==> src/rtl/lcd_timing_pkg.sv <==
// rtl/lcd_timing_pkg.sv - default LCD timing constants, pixel struct and colour-bar helper
package lcd_timing_pkg;

  // 640x480 panel timing, counts in pixel clocks / lines
  localparam int H_TOTAL_DEF  = 1056;
  localparam int H_SYNC_DEF   = 1;
  localparam int H_START_DEF  = 216;
  localparam int H_ACTIVE_DEF = 640;
  localparam int V_TOTAL_DEF  = 525;
  localparam int V_SYNC_DEF   = 1;
  localparam int V_START_DEF  = 35;
  localparam int V_ACTIVE_DEF = 480;

  typedef struct packed {
    logic [7:0] r;
    logic [7:0] g;
    logic [7:0] b;
  } rgb_t;

  // Bars in order white, yellow, cyan, green, magenta, red, blue, black
  function automatic rgb_t bar_rgb(input logic [2:0] idx);
    rgb_t c;
    c.r = idx[1] ? 8'h00 : 8'hFF;
    c.g = idx[2] ? 8'h00 : 8'hFF;
    c.b = idx[0] ? 8'h00 : 8'hFF;
    return c;
  endfunction

endpackage

==> src/rtl/lcd_hv_counter.sv <==
// rtl/lcd_hv_counter.sv - half-rate pixel enable, H/V counters, syncs and window decode
module lcd_hv_counter
  import lcd_timing_pkg::*;
#(
  parameter int H_TOTAL  = H_TOTAL_DEF,
  parameter int H_SYNC   = H_SYNC_DEF,
  parameter int H_START  = H_START_DEF,
  parameter int H_ACTIVE = H_ACTIVE_DEF,
  parameter int V_TOTAL  = V_TOTAL_DEF,
  parameter int V_SYNC   = V_SYNC_DEF,
  parameter int V_START  = V_START_DEF,
  parameter int V_ACTIVE = V_ACTIVE_DEF
) (
  input  logic        clk_i,
  input  logic        rst_ni,
  input  logic        enable_i,
  output logic        clock_en_o,
  output logic [10:0] h_count_o,
  output logic [9:0]  v_count_o,
  output logic        hsync_n_o,
  output logic        vsync_n_o,
  output logic        frame_start_o,
  output logic        active_o,
  output logic        read_win_o
);

  localparam logic [10:0] H_LAST   = 11'(H_TOTAL - 1);
  localparam logic [10:0] H_SYNC_C = 11'(H_SYNC);
  localparam logic [10:0] H_BEG    = 11'(H_START);
  localparam logic [10:0] H_END    = 11'(H_START + H_ACTIVE);
  // Reads run one count ahead of the displayed window
  localparam logic [10:0] H_RD_BEG = 11'(H_START - 1);
  localparam logic [10:0] H_RD_END = 11'(H_START + H_ACTIVE - 2);
  localparam logic [9:0]  V_LAST   = 10'(V_TOTAL - 1);
  localparam logic [9:0]  V_SYNC_C = 10'(V_SYNC);
  localparam logic [9:0]  V_BEG    = 10'(V_START);
  localparam logic [9:0]  V_END    = 10'(V_START + V_ACTIVE);

  logic        ce_q;
  logic [10:0] h_q, h_d;
  logic [9:0]  v_q, v_d;
  logic        hs_n_q, vs_n_q, fs_q;
  logic        h_wrap, v_wrap, v_act;

  // Next counter values; they only move on pixel-enable cycles
  always_comb begin
    h_wrap = (h_q == H_LAST);
    v_wrap = (v_q == V_LAST);
    h_d    = h_q;
    v_d    = v_q;
    if (ce_q) begin
      h_d = h_wrap ? 11'd0 : h_q + 11'd1;
      if (h_wrap) begin
        v_d = v_wrap ? 10'd0 : v_q + 10'd1;
      end
    end
  end

  // Counter, sync and frame-start registers; Enable low clears everything
  always_ff @(posedge clk_i or negedge rst_ni) begin
    if (!rst_ni) begin
      ce_q   <= 1'b0;
      h_q    <= '0;
      v_q    <= '0;
      hs_n_q <= 1'b1;
      vs_n_q <= 1'b1;
      fs_q   <= 1'b0;
    end else if (!enable_i) begin
      ce_q   <= 1'b0;
      h_q    <= '0;
      v_q    <= '0;
      hs_n_q <= 1'b1;
      vs_n_q <= 1'b1;
      fs_q   <= 1'b0;
    end else begin
      ce_q <= ~ce_q;
      h_q  <= h_d;
      v_q  <= v_d;
      if (ce_q) begin
        hs_n_q <= !(h_d < H_SYNC_C);
        vs_n_q <= !(v_d < V_SYNC_C);
      end
      fs_q <= ce_q & h_wrap & v_wrap;
    end
  end

  // Active-window and read-window decode on the current counts
  always_comb begin
    v_act      = (v_q >= V_BEG) && (v_q < V_END);
    active_o   = v_act && (h_q >= H_BEG) && (h_q < H_END);
    read_win_o = v_act && (h_q >= H_RD_BEG) && (h_q <= H_RD_END);
  end

  assign clock_en_o    = ce_q;
  assign h_count_o     = h_q;
  assign v_count_o     = v_q;
  assign hsync_n_o     = hs_n_q;
  assign vsync_n_o     = vs_n_q;
  assign frame_start_o = fs_q;

endmodule

==> src/rtl/lcd_timing_reader.sv <==
// rtl/lcd_timing_reader.sv - LCD timing master and pixel reader; LCD_TEST_PATTERN_EN adds colour bars
module lcd_timing_reader
  import lcd_timing_pkg::*;
#(
  parameter int H_TOTAL  = H_TOTAL_DEF,
  parameter int H_SYNC   = H_SYNC_DEF,
  parameter int H_START  = H_START_DEF,
  parameter int H_ACTIVE = H_ACTIVE_DEF,
  parameter int V_TOTAL  = V_TOTAL_DEF,
  parameter int V_SYNC   = V_SYNC_DEF,
  parameter int V_START  = V_START_DEF,
  parameter int V_ACTIVE = V_ACTIVE_DEF
) (
  input  logic        Clock,
  input  logic        Resetn,
  input  logic        Enable,
  output logic        Clock_en,
  output logic [10:0] H_Count,
  output logic [9:0]  V_Count,
  output logic        oRead_out_en,
  input  logic [7:0]  R_in,
  input  logic [7:0]  G_in,
  input  logic [7:0]  B_in,
`ifdef LCD_TEST_PATTERN_EN
  input  logic        Test_pattern,
`endif
  output logic [7:0]  LCD_R,
  output logic [7:0]  LCD_G,
  output logic [7:0]  LCD_B,
  output logic        LCD_HSYNC_n,
  output logic        LCD_VSYNC_n,
  output logic        LCD_DEN,
  output logic        oFrame_start
);

  logic active, read_win;
  rgb_t pix_d, rgb_q;
  logic den_q;

  lcd_hv_counter #(
    .H_TOTAL (H_TOTAL),
    .H_SYNC  (H_SYNC),
    .H_START (H_START),
    .H_ACTIVE(H_ACTIVE),
    .V_TOTAL (V_TOTAL),
    .V_SYNC  (V_SYNC),
    .V_START (V_START),
    .V_ACTIVE(V_ACTIVE)
  ) u_hv (
    .clk_i        (Clock),
    .rst_ni       (Resetn),
    .enable_i     (Enable),
    .clock_en_o   (Clock_en),
    .h_count_o    (H_Count),
    .v_count_o    (V_Count),
    .hsync_n_o    (LCD_HSYNC_n),
    .vsync_n_o    (LCD_VSYNC_n),
    .frame_start_o(oFrame_start),
    .active_o     (active),
    .read_win_o   (read_win)
  );

  // Strobe is combinational so it drops the same cycle Enable falls
  assign oRead_out_en = Enable & Clock_en & read_win;

`ifdef LCD_TEST_PATTERN_EN
  localparam int          BAR_W   = (H_ACTIVE >= 8) ? H_ACTIVE / 8 : 1;
  localparam logic [10:0] H_BEG   = 11'(H_START);
  localparam logic [10:0] BAR_W_C = 11'(BAR_W);

  logic [10:0] col, bar;
  logic [2:0]  bar_idx;

  // Pixel source: colour bar from the column, or the filter pipe data
  always_comb begin
    col     = H_Count - H_BEG;
    bar     = col / BAR_W_C;
    bar_idx = (bar > 11'd7) ? 3'd7 : bar[2:0];
    if (Test_pattern) begin
      pix_d = bar_rgb(bar_idx);
    end else begin
      pix_d.r = R_in;
      pix_d.g = G_in;
      pix_d.b = B_in;
    end
  end
`else
  // Pixel source: filter pipe data
  always_comb begin
    pix_d.r = R_in;
    pix_d.g = G_in;
    pix_d.b = B_in;
  end
`endif

  // Capture the pixel read one count earlier; blank to black outside the window
  always_ff @(posedge Clock or negedge Resetn) begin
    if (!Resetn) begin
      den_q <= 1'b0;
      rgb_q <= '0;
    end else if (!Enable) begin
      den_q <= 1'b0;
      rgb_q <= '0;
    end else if (Clock_en) begin
      den_q <= active;
      rgb_q <= active ? pix_d : '0;
    end
  end

  assign LCD_DEN = den_q;
  assign LCD_R   = rgb_q.r;
  assign LCD_G   = rgb_q.g;
  assign LCD_B   = rgb_q.b;

endmodule

==> config.mk <==
export PLATFORM = sky130hd
export DESIGN_NAME = lcd_timing_reader
export DESIGN_NICKNAME = d
export VERILOG_FILES = /design/src/rtl/lcd_timing_pkg.sv /design/src/rtl/lcd_hv_counter.sv /design/src/rtl/lcd_timing_reader.sv
export SDC_FILE = /design/constraint.sdc
export NUM_CORES = 1
export LEC_CHECK = 0
export ABC_CLOCK_PERIOD_IN_PS = 3000
export BUFFER_PORTS_ARGS = -buffer_cell sky130_fd_sc_hd__buf_2
export CORE_MARGIN = 5
export CORE_UTILIZATION = 45
export CTS_CLUSTER_DIAMETER = 200
export DETAILED_ROUTE_END_ITERATION = 10
export GPL_ROUTABILITY_DRIVEN = 0
export PLACE_DENSITY_LB_ADDON = 0.3
export SLEW_MARGIN = 20
export SYNTH_ARGS = -nofsm -noshare
export SYNTH_HDL_FRONTEND = slang
export SYNTH_SLANG_ARGS = --single-unit
==> constraint.sdc <==
create_clock -name Clock -period 3 [get_ports Clock]
set_clock_uncertainty 0.15 [all_clocks]
set_input_delay 0.15 -clock Clock [delete_from_list [all_inputs] [get_ports Clock]]
set_output_delay 0.15 -clock Clock [all_outputs]
set_load 0.005 [all_outputs]
Word-level counts from Yosys, hierarchy flattened
Index checks and enable logic that the tools add are counted.
{ "word_totals": {"input_bits": 27, "out_inout_bits": 51, "elab_cells": 53, "regBits": 50} }
{ "classes": {"n_eq_ne": 3, "n_addsub": 2, "n_mux": 18, "bitwise": 5, "reduce_logical": 7, "n_lt_le_gt_ge": 8} }
{ "ops": {"columns": ["op", "n"], "rows": [
  ["$mux 24", 3],
  ["$mux 10", 4],
  ["$mux 11", 3],
  ["$ge 11x8->1 const B", 2],
  ["$add 11x1->11 const B", 1],
  ["$eq 11x11->1 const B", 1],
  ["$le 11x10->1 const B", 1],
  ["$lt 11x1->1 const B", 1],
  ["$lt 11x10->1 const B", 1],
  ["$add 10x1->10 const B", 1],
  ["$eq 10x10->1 const B", 1],
  ["$ge 10x6->1 const B", 1],
  ["$lt 10x1->1 const B", 1],
  ["$lt 10x10->1 const B", 1],
  ["$mux 1", 8],
  ["$logic_and 1x1->1", 5],
  ["$and 1x1->1", 4],
  ["$logic_not 1->1", 2],
  ["$ne 2x1->1 const B", 1],
  ["$not 1->1", 1]
]} }

Logic depth before layout (Yosys ltp)
{ "depth": {"depth_word": 8, "depth_mapped": 9, "depth_no_buf": 7} }

Cells and area by module
From an unflattened synthesis, not the netlist that was laid out.
{ "unflattened": {"cells_unflattened": 277, "hier_area_um2": 2765.2} }
{ "by_module_without_submodules": {"columns": ["module", "seq_area_each_um2", "area_per_inst_um2", "cells_per_inst", "instances"], "rows": [
  ["lcd_hv_counter", 628.1, 1771.7, 212, 1],
  ["lcd_timing_reader", 625.6, 993.5, 65, 1]
]} }

Least setup slack after synthesis
Ideal clock, no wire load.
{ "synth_path": {"path_kind": "flip-flop to flip-flop", "from": "register u_hv.v_q[0] (netlist: u_hv.v_count_o[0])", "to": "register rgb_q, in the netlist LCD_B[0]", "t_arrival_ps": 2245, "setup_time_ps": 65, "n_path_buf": 1, "slack_ps": 539, "stages_incl_launch_ff": 8, "required_time_ps": 2785, "synth_period_minus_slack_ps": 2461, "cell_sequence": "dfrtp_1 > ha_1 > or4_1 > o32ai_1 > nand3_1 > nor3_2 > buf_4 > a22o_1"} }
{ "synth_via": {"elab_chain_cells": 7, "word_cells_on_any_way": 8, "cone_classes": "2 x order compare; 3 x mux; 3 x reduce/logical"} }
{ "synth_rtl": {"columns": ["item", "line_no", "text"], "rows": [
  ["start, declared", "lcd_hv_counter.sv:41", "logic [9:0] v_q, v_d;"],
  ["start signal, assigned", "lcd_hv_counter.sv:78", "v_q <= v_d;"],
  ["$ge 10x6->1 / $lt 10x10->1 (equally long branches)", "lcd_hv_counter.sv:89", "v_act = (v_q >= V_BEG) && (v_q < V_END);"],
  ["$logic_and 1x1->1 *", "lcd_hv_counter.sv:89", null],
  ["$logic_and 1x1->1 * (2 in series)", "lcd_hv_counter.sv:90", "active_o = v_act && (h_q >= H_BEG) && (h_q < H_END);"],
  ["$mux 24 *", "lcd_timing_reader.sv:106", "rgb_q <= active ? pix_d : '0;"],
  ["$mux 24 *", "lcd_timing_reader.sv:104", "end else if (Clock_en) begin"],
  ["$mux 24 *", "lcd_timing_reader.sv:101", "end else if (!Enable) begin"],
  ["end signal, assigned", "lcd_timing_reader.sv:106", null],
  ["end, declared", "lcd_timing_reader.sv:37", "rgb_t pix_d, rgb_q;"]
]} }
Every way passes the cells marked *; elsewhere a longest branch is shown, timed or not. The select of a mux whose other input is x is not followed.
A chain may end at the register's enable or synchronous reset.

Worst setup path after layout
{ "layout_path": {"from": "register u_hv.v_q[0] (netlist: u_hv.v_count_o[0])", "to": "output port oRead_out_en"} }
{ "layout_via": {"elab_chain_cells": 5, "word_cells_on_any_way": 6, "cone_classes": "2 x order compare; 1 x bitwise; 3 x reduce/logical"} }
{ "layout_rtl": {"columns": ["item", "line_no", "text"], "rows": [
  ["$ge 10x6->1 / $lt 10x10->1 (equally long branches)", "lcd_hv_counter.sv:89", null],
  ["$logic_and 1x1->1 *", "lcd_hv_counter.sv:89", null],
  ["$logic_and 1x1->1 * (2 in series)", "lcd_hv_counter.sv:91", "read_win_o = v_act && (h_q >= H_RD_BEG) && (h_q <= H_RD_END);"],
  ["$and 1x1->1 *", "lcd_timing_reader.sv:64", "assign oRead_out_en = Enable & Clock_en & read_win;"],
  ["end, declared", "lcd_timing_reader.sv:20", "output logic oRead_out_en,"]
]} }
Every way passes the cells marked *; elsewhere a longest branch is shown, timed or not.

==> impl.org <==
** Run status
- The run finished with clean final reports.

** Route
- Number of nets with antenna violations after routing :: 0
- Final routed wire length divided by cell count :: 15.4 um
- Post-route DRC :: 0
- Before antenna repair, the detailed router went through 4 iterations.
- The routed design has 6650 um of wire.
- Vias per std cell :: 5.50
- The routed layout has 2377 vias.
- After the first detailed-routing iteration, the DRC count stood at 206.

** Job
- Reported max-cap violation count :: 0

** Timing
- The worst pin sits at a relative slew slack of 51.5%.
- Setup repair after global routing left no endpoint under its margin.
- Minimum period implied by the final worst setup slack :: 2.76 ns
- For the pin with the worst max-slew slack, the measured transition is 0.721 ns.
- Number of hold violations in the final report :: 0
- Upper clock frequency limit :: 362 MHz
- Final period util :: 92.1%
- In the final timing run, aggregate negative setup slack is 0 ns.
- The final number of max-transition violations was 0.
- Number of endpoints failing setup at the final stage :: 0

** Critical path
- Worst setup SP type :: flop
- At the worst endpoint, the arrival time is 2.46 ns.
- On the critical path the largest part of the delay comes from simple AND/OR/NAND/NOR gates.
- Worst Path Buf+Inv :: 1
- The endpoint identified for the worst register-to-register timing path is LCD_R[6].
- Maximum single-stage delay on the critical path :: 0.56 ns
- Among all stages on the critical path, the largest delay is contributed by or4_1.
- The number of cells on the worst reg-to-reg path is 7.
- Critical path, cell by cell :: ha_1 -> or4_1 -> o32ai_1 -> nand3_1 -> a221oi_1 -> buf_2
- Path length in cells of the critical path :: 6
- The critical path ends at oRead_out_en.
- Crit path required time :: 2.70 ns
- In this run the worst setup path begins at u_hv.v_count_o[0].
- For flop-to-flop paths, the worst setup slack is 0.39 ns.
- Element type at the critical path end :: output port
- The worst register-to-register path begins at u_hv.v_count_o[0].
- Critical-path maximum fanout :: 8
- The worst setup path is of the reg2out kind.

** CTS
- Clock-pin slew was measured on the worst setup and hold paths at 0.10 ns.
- Setup fix buffers added after clock tree synthesis :: 0
- Clock H-tree levels :: 2
- For this design, the sink count on the clock tree is 50.
- Clk Latency, worst-skew pair :: 0.31 ns
- The clock passes through at most 2 buffers.
- Clock root buffer :: clkbuf_8
- Number of buffers inserted during clock tree synthesis :: 5
- Clock tree from TritonCTS :: built
- Post-CTS repair changed the size of 0 cells.

** Pwr
- Cell internal power was estimated by the tool at 0.904 mW.
- The share of total power dissipated in sequential elements is 57.1%.
- Clock Power Share :: 33.7%
- Switching power :: 0.305 mW
- Pwr/cell area :: 358 nW/um^2
- Combinational power share :: 9.3%
- Peak supply drop :: 235 uV
- Of the total power, the share spent switching nets is 25.2%.
- The analysis attributes to cell leakage a power of 1.70 nW.
- Total power for the finished layout comes to 1.21 mW.

** Yosys
- Summing the areas of all and, or, nand and nor instances in the mapped netlist gives 19.9% of the synthesized area.
- Proportion of synthesized flip-flops having asynchronous set or reset :: 100%
- In the synthesized netlist, mux cells make up 0.827% of the area.
- Number of synthesis warnings :: 0
- A synthesized cell averages 9.86 um^2.
- After synthesis the netlist holds a flip-flop and latch count of 50.
- Synthesized-area fraction occupied by adder cells :: 1.95%
- Synthesis handed over a netlist of 261 instances.
- Count of flip-flops with a built-in enable after synthesis :: 0
- The synthesized netlist contains 49 unique library cells.
- Xor and xnor area share after synthesis :: 6.13%
- After synthesis, flip-flops and latches occupy 48.7% of the total area.
- Main combinational cell family by area after synthesis :: simple AND/OR/NAND/NOR gates
- The number of nets handed over by synthesis was 292.
- In the synthesized netlist the dominant register cell turns out to be dfrtp_1.
- Post-synthesis cell area :: 2570 um^2
- The synthesized netlist devotes 18.1% of its cell area to compound gates.

** Final layout
- Number of inserted filler cells in the final layout :: 506
- Layout area overhead :: 31.2%
- Post-layout nets :: 391
- Diode count :: 0
- In the final layout, the share of cells above drive strength 1 is 28.1%.

** Global routing
- The initial antenna violation count is 0.
- Remaining Overflow, GRT :: 0
- Number of global-route vias before repair :: 2294
- Maximum number of pins on one net before global-route repair :: 51
- In the global route stage, overall resource usage came out at 18.9%.
- Global-route wire length before repair :: 11300 um

** Place
- Buffers added on ports :: 77
- Once detailed placement completed, the half-perimeter wirelength came to 4400 um.

** Floorplan
- From bottom edge to top edge, the die measures 85.6 um.
- The die covers 7330 um^2.
- Measured along the x axis, the die boundary spans 85.6 um.
- Starting utilization of the core area :: 46.4%
- After floorplanning, the core was divided into 27 placement rows.
- In this run the standard cell core region covers 5540 um^2.
- Number of I/O pins :: 78

** Worst hold path
- The worst hold path belongs to the class in2async.
worst min path at each step:
stage,slack (ns),depth (start not counted),from,to
3_3_place_gp,0.22,2,R_in[0],LCD_R[0]
6_report,0.25,2,Resetn,LCD_B[0]
5_1_grt,0.33,2,Resetn,LCD_B[0]
4_1_cts,0.32,2,u_hv.hsync_n_o,u_hv.hsync_n_o
2_1_floorplan,-0.30,0,Resetn,LCD_B[0]
3_5_place_dp,0.22,2,B_in[3],LCD_B[3]
power by group through the flow:
stage                     sequential (mW)  clock, mW  combinational (mW)
final                               0.690      0.407               0.112
after global routing                0.692      0.442               0.128
after CTS                           0.691      0.417               0.113
after detailed placement            0.704          0              0.0867
after global placement              0.704          0              0.0858
after floorplan                     0.702          0              0.0370
sequential cells by signal, summed over array words and instances (netlist names):
signal,count
LCD_B,8
u_hv.h_count_o,11
u_hv.v_count_o,10
u_hv.frame_start_o,1
u_hv.vsync_n_o,1
u_hv.hsync_n_o,1
LCD_R,8
u_hv.clock_en_o,1
LCD_G,8
LCD_DEN,1
cell families (layout without fill, tap and decap cells):
| family | Yosys count | in the layout |
|---|---|---|
| buffers and inverters | 25 | 124 |
| muxes | 2 | 2 |
| xor gates and xnor gates | 18 | 18 |
| DFF | 50 | 50 |
| and+or+nand+nor | 99 | 99 |
| adders and majority gates | 4 | 4 |
| AOI/OAI and AO/OA | 63 | 63 |
worst register-to-register path: stages (launching register included):
cell     delay, ns
dfrtp_1       0.46
ha_1          0.29
or4_1         0.56
o32ai_1       0.25
nand3_1       0.16
nor3_2        0.20
buf_4         0.29
a22o_1        0.20
synthesized netlist by cell type (2+ instances only):
| cell | count | area (um^2) |
|---|---|---|
| o21ai_0 | 5 | 25.0 |
| nor2_1 | 24 | 90.1 |
| a21o_1 | 3 | 22.5 |
| nor4_1 | 4 | 25.0 |
| ha_1 | 4 | 50.1 |
| dfrtp_1 | 48 | 1200 |
| dfstp_2 | 2 | 52.6 |
| or4_1 | 3 | 22.5 |
| xor2_1 | 13 | 114 |
| nand2_1 | 19 | 71.3 |
| nor2b_1 | 3 | 18.8 |
| a22o_1 | 24 | 210 |
| clkbuf_1 | 14 | 52.6 |
| buf_4 | 2 | 15.0 |
| a211oi_1 | 3 | 22.5 |
| and3_1 | 9 | 56.3 |
| inv_1 | 4 | 15.0 |
| or3_1 | 3 | 18.8 |
| nor3_1 | 9 | 45.0 |
| buf_2 | 2 | 10.0 |
| a21oi_1 | 12 | 60.1 |
| a32oi_1 | 2 | 17.5 |
| xnor2_1 | 5 | 43.8 |
| a31oi_1 | 4 | 25.0 |
| nand4_1 | 4 | 25.0 |
| nand3_1 | 13 | 65.1 |
layer usage:
layer	wire, um	global-route usage [%]	vias to the layer above
li1	-	-	1151
met1	3090	27.9	1122
met2	3060	28.1	99
met3	447	4.03	5
met4	55	4.89	0
met5	0	0	-
metrics by stage:
step | std cells | cell area, um^2 | setup slack (ns) | hold slack (ns) | util [%]
2_1_floorplan | 261 | 2570 | 0.539 | -0.296 | -
3_3_place_gp | 399 | 3030 | 0.494 | 0.216 | 54.6
3_5_place_dp | 399 | 3030 | 0.434 | 0.222 | 54.6
4_1_cts | 432 | 3370 | 0.240 | 0.322 | 60.9
5_1_grt | 432 | 3370 | 0.0520 | 0.333 | 60.9
6_report | 432 | 3370 | 0.237 | 0.247 | 60.9
placed cells by master (no fill, tap or decap), types with 4 or more instances in the layout:
master / count
a21oi_1: 12
a22o_1: 24
a31oi_1: 4
and3_1: 9
buf_2: 76
buf_4: 10
clkbuf_8: 5
dfrtp_1: 48
dlygate4sd3_1: 26
ha_1: 4
inv_1: 4
nand2_1: 19
nand3_1: 13
nand4_1: 4
nor2_1: 23
nor3_1: 9
nor4_1: 4
o21ai_0: 5
xnor2_1: 5
xor2_1: 13
layout make-up:
type                            count  area, um^2  area share, %
Clock buffer                        5        68.8           2.04
Timing Repair Buffer              112         716           21.2
Tap cell                           72        90.1           2.67
Inverter                            5        18.8          0.556
Clock inverter                      2        17.5          0.519
Multi-Input combinational cell    186        1210           35.9
Sequential cell                    50        1250           37.2
repair_timing:
action / in CTS / in global routing
hold buffers: 26 / 0
endpoints found under the hold margin: 73 / 0
endpoints found under the setup margin: 0 / 0
No activity file was read; power rests on OpenSTA's default activity.
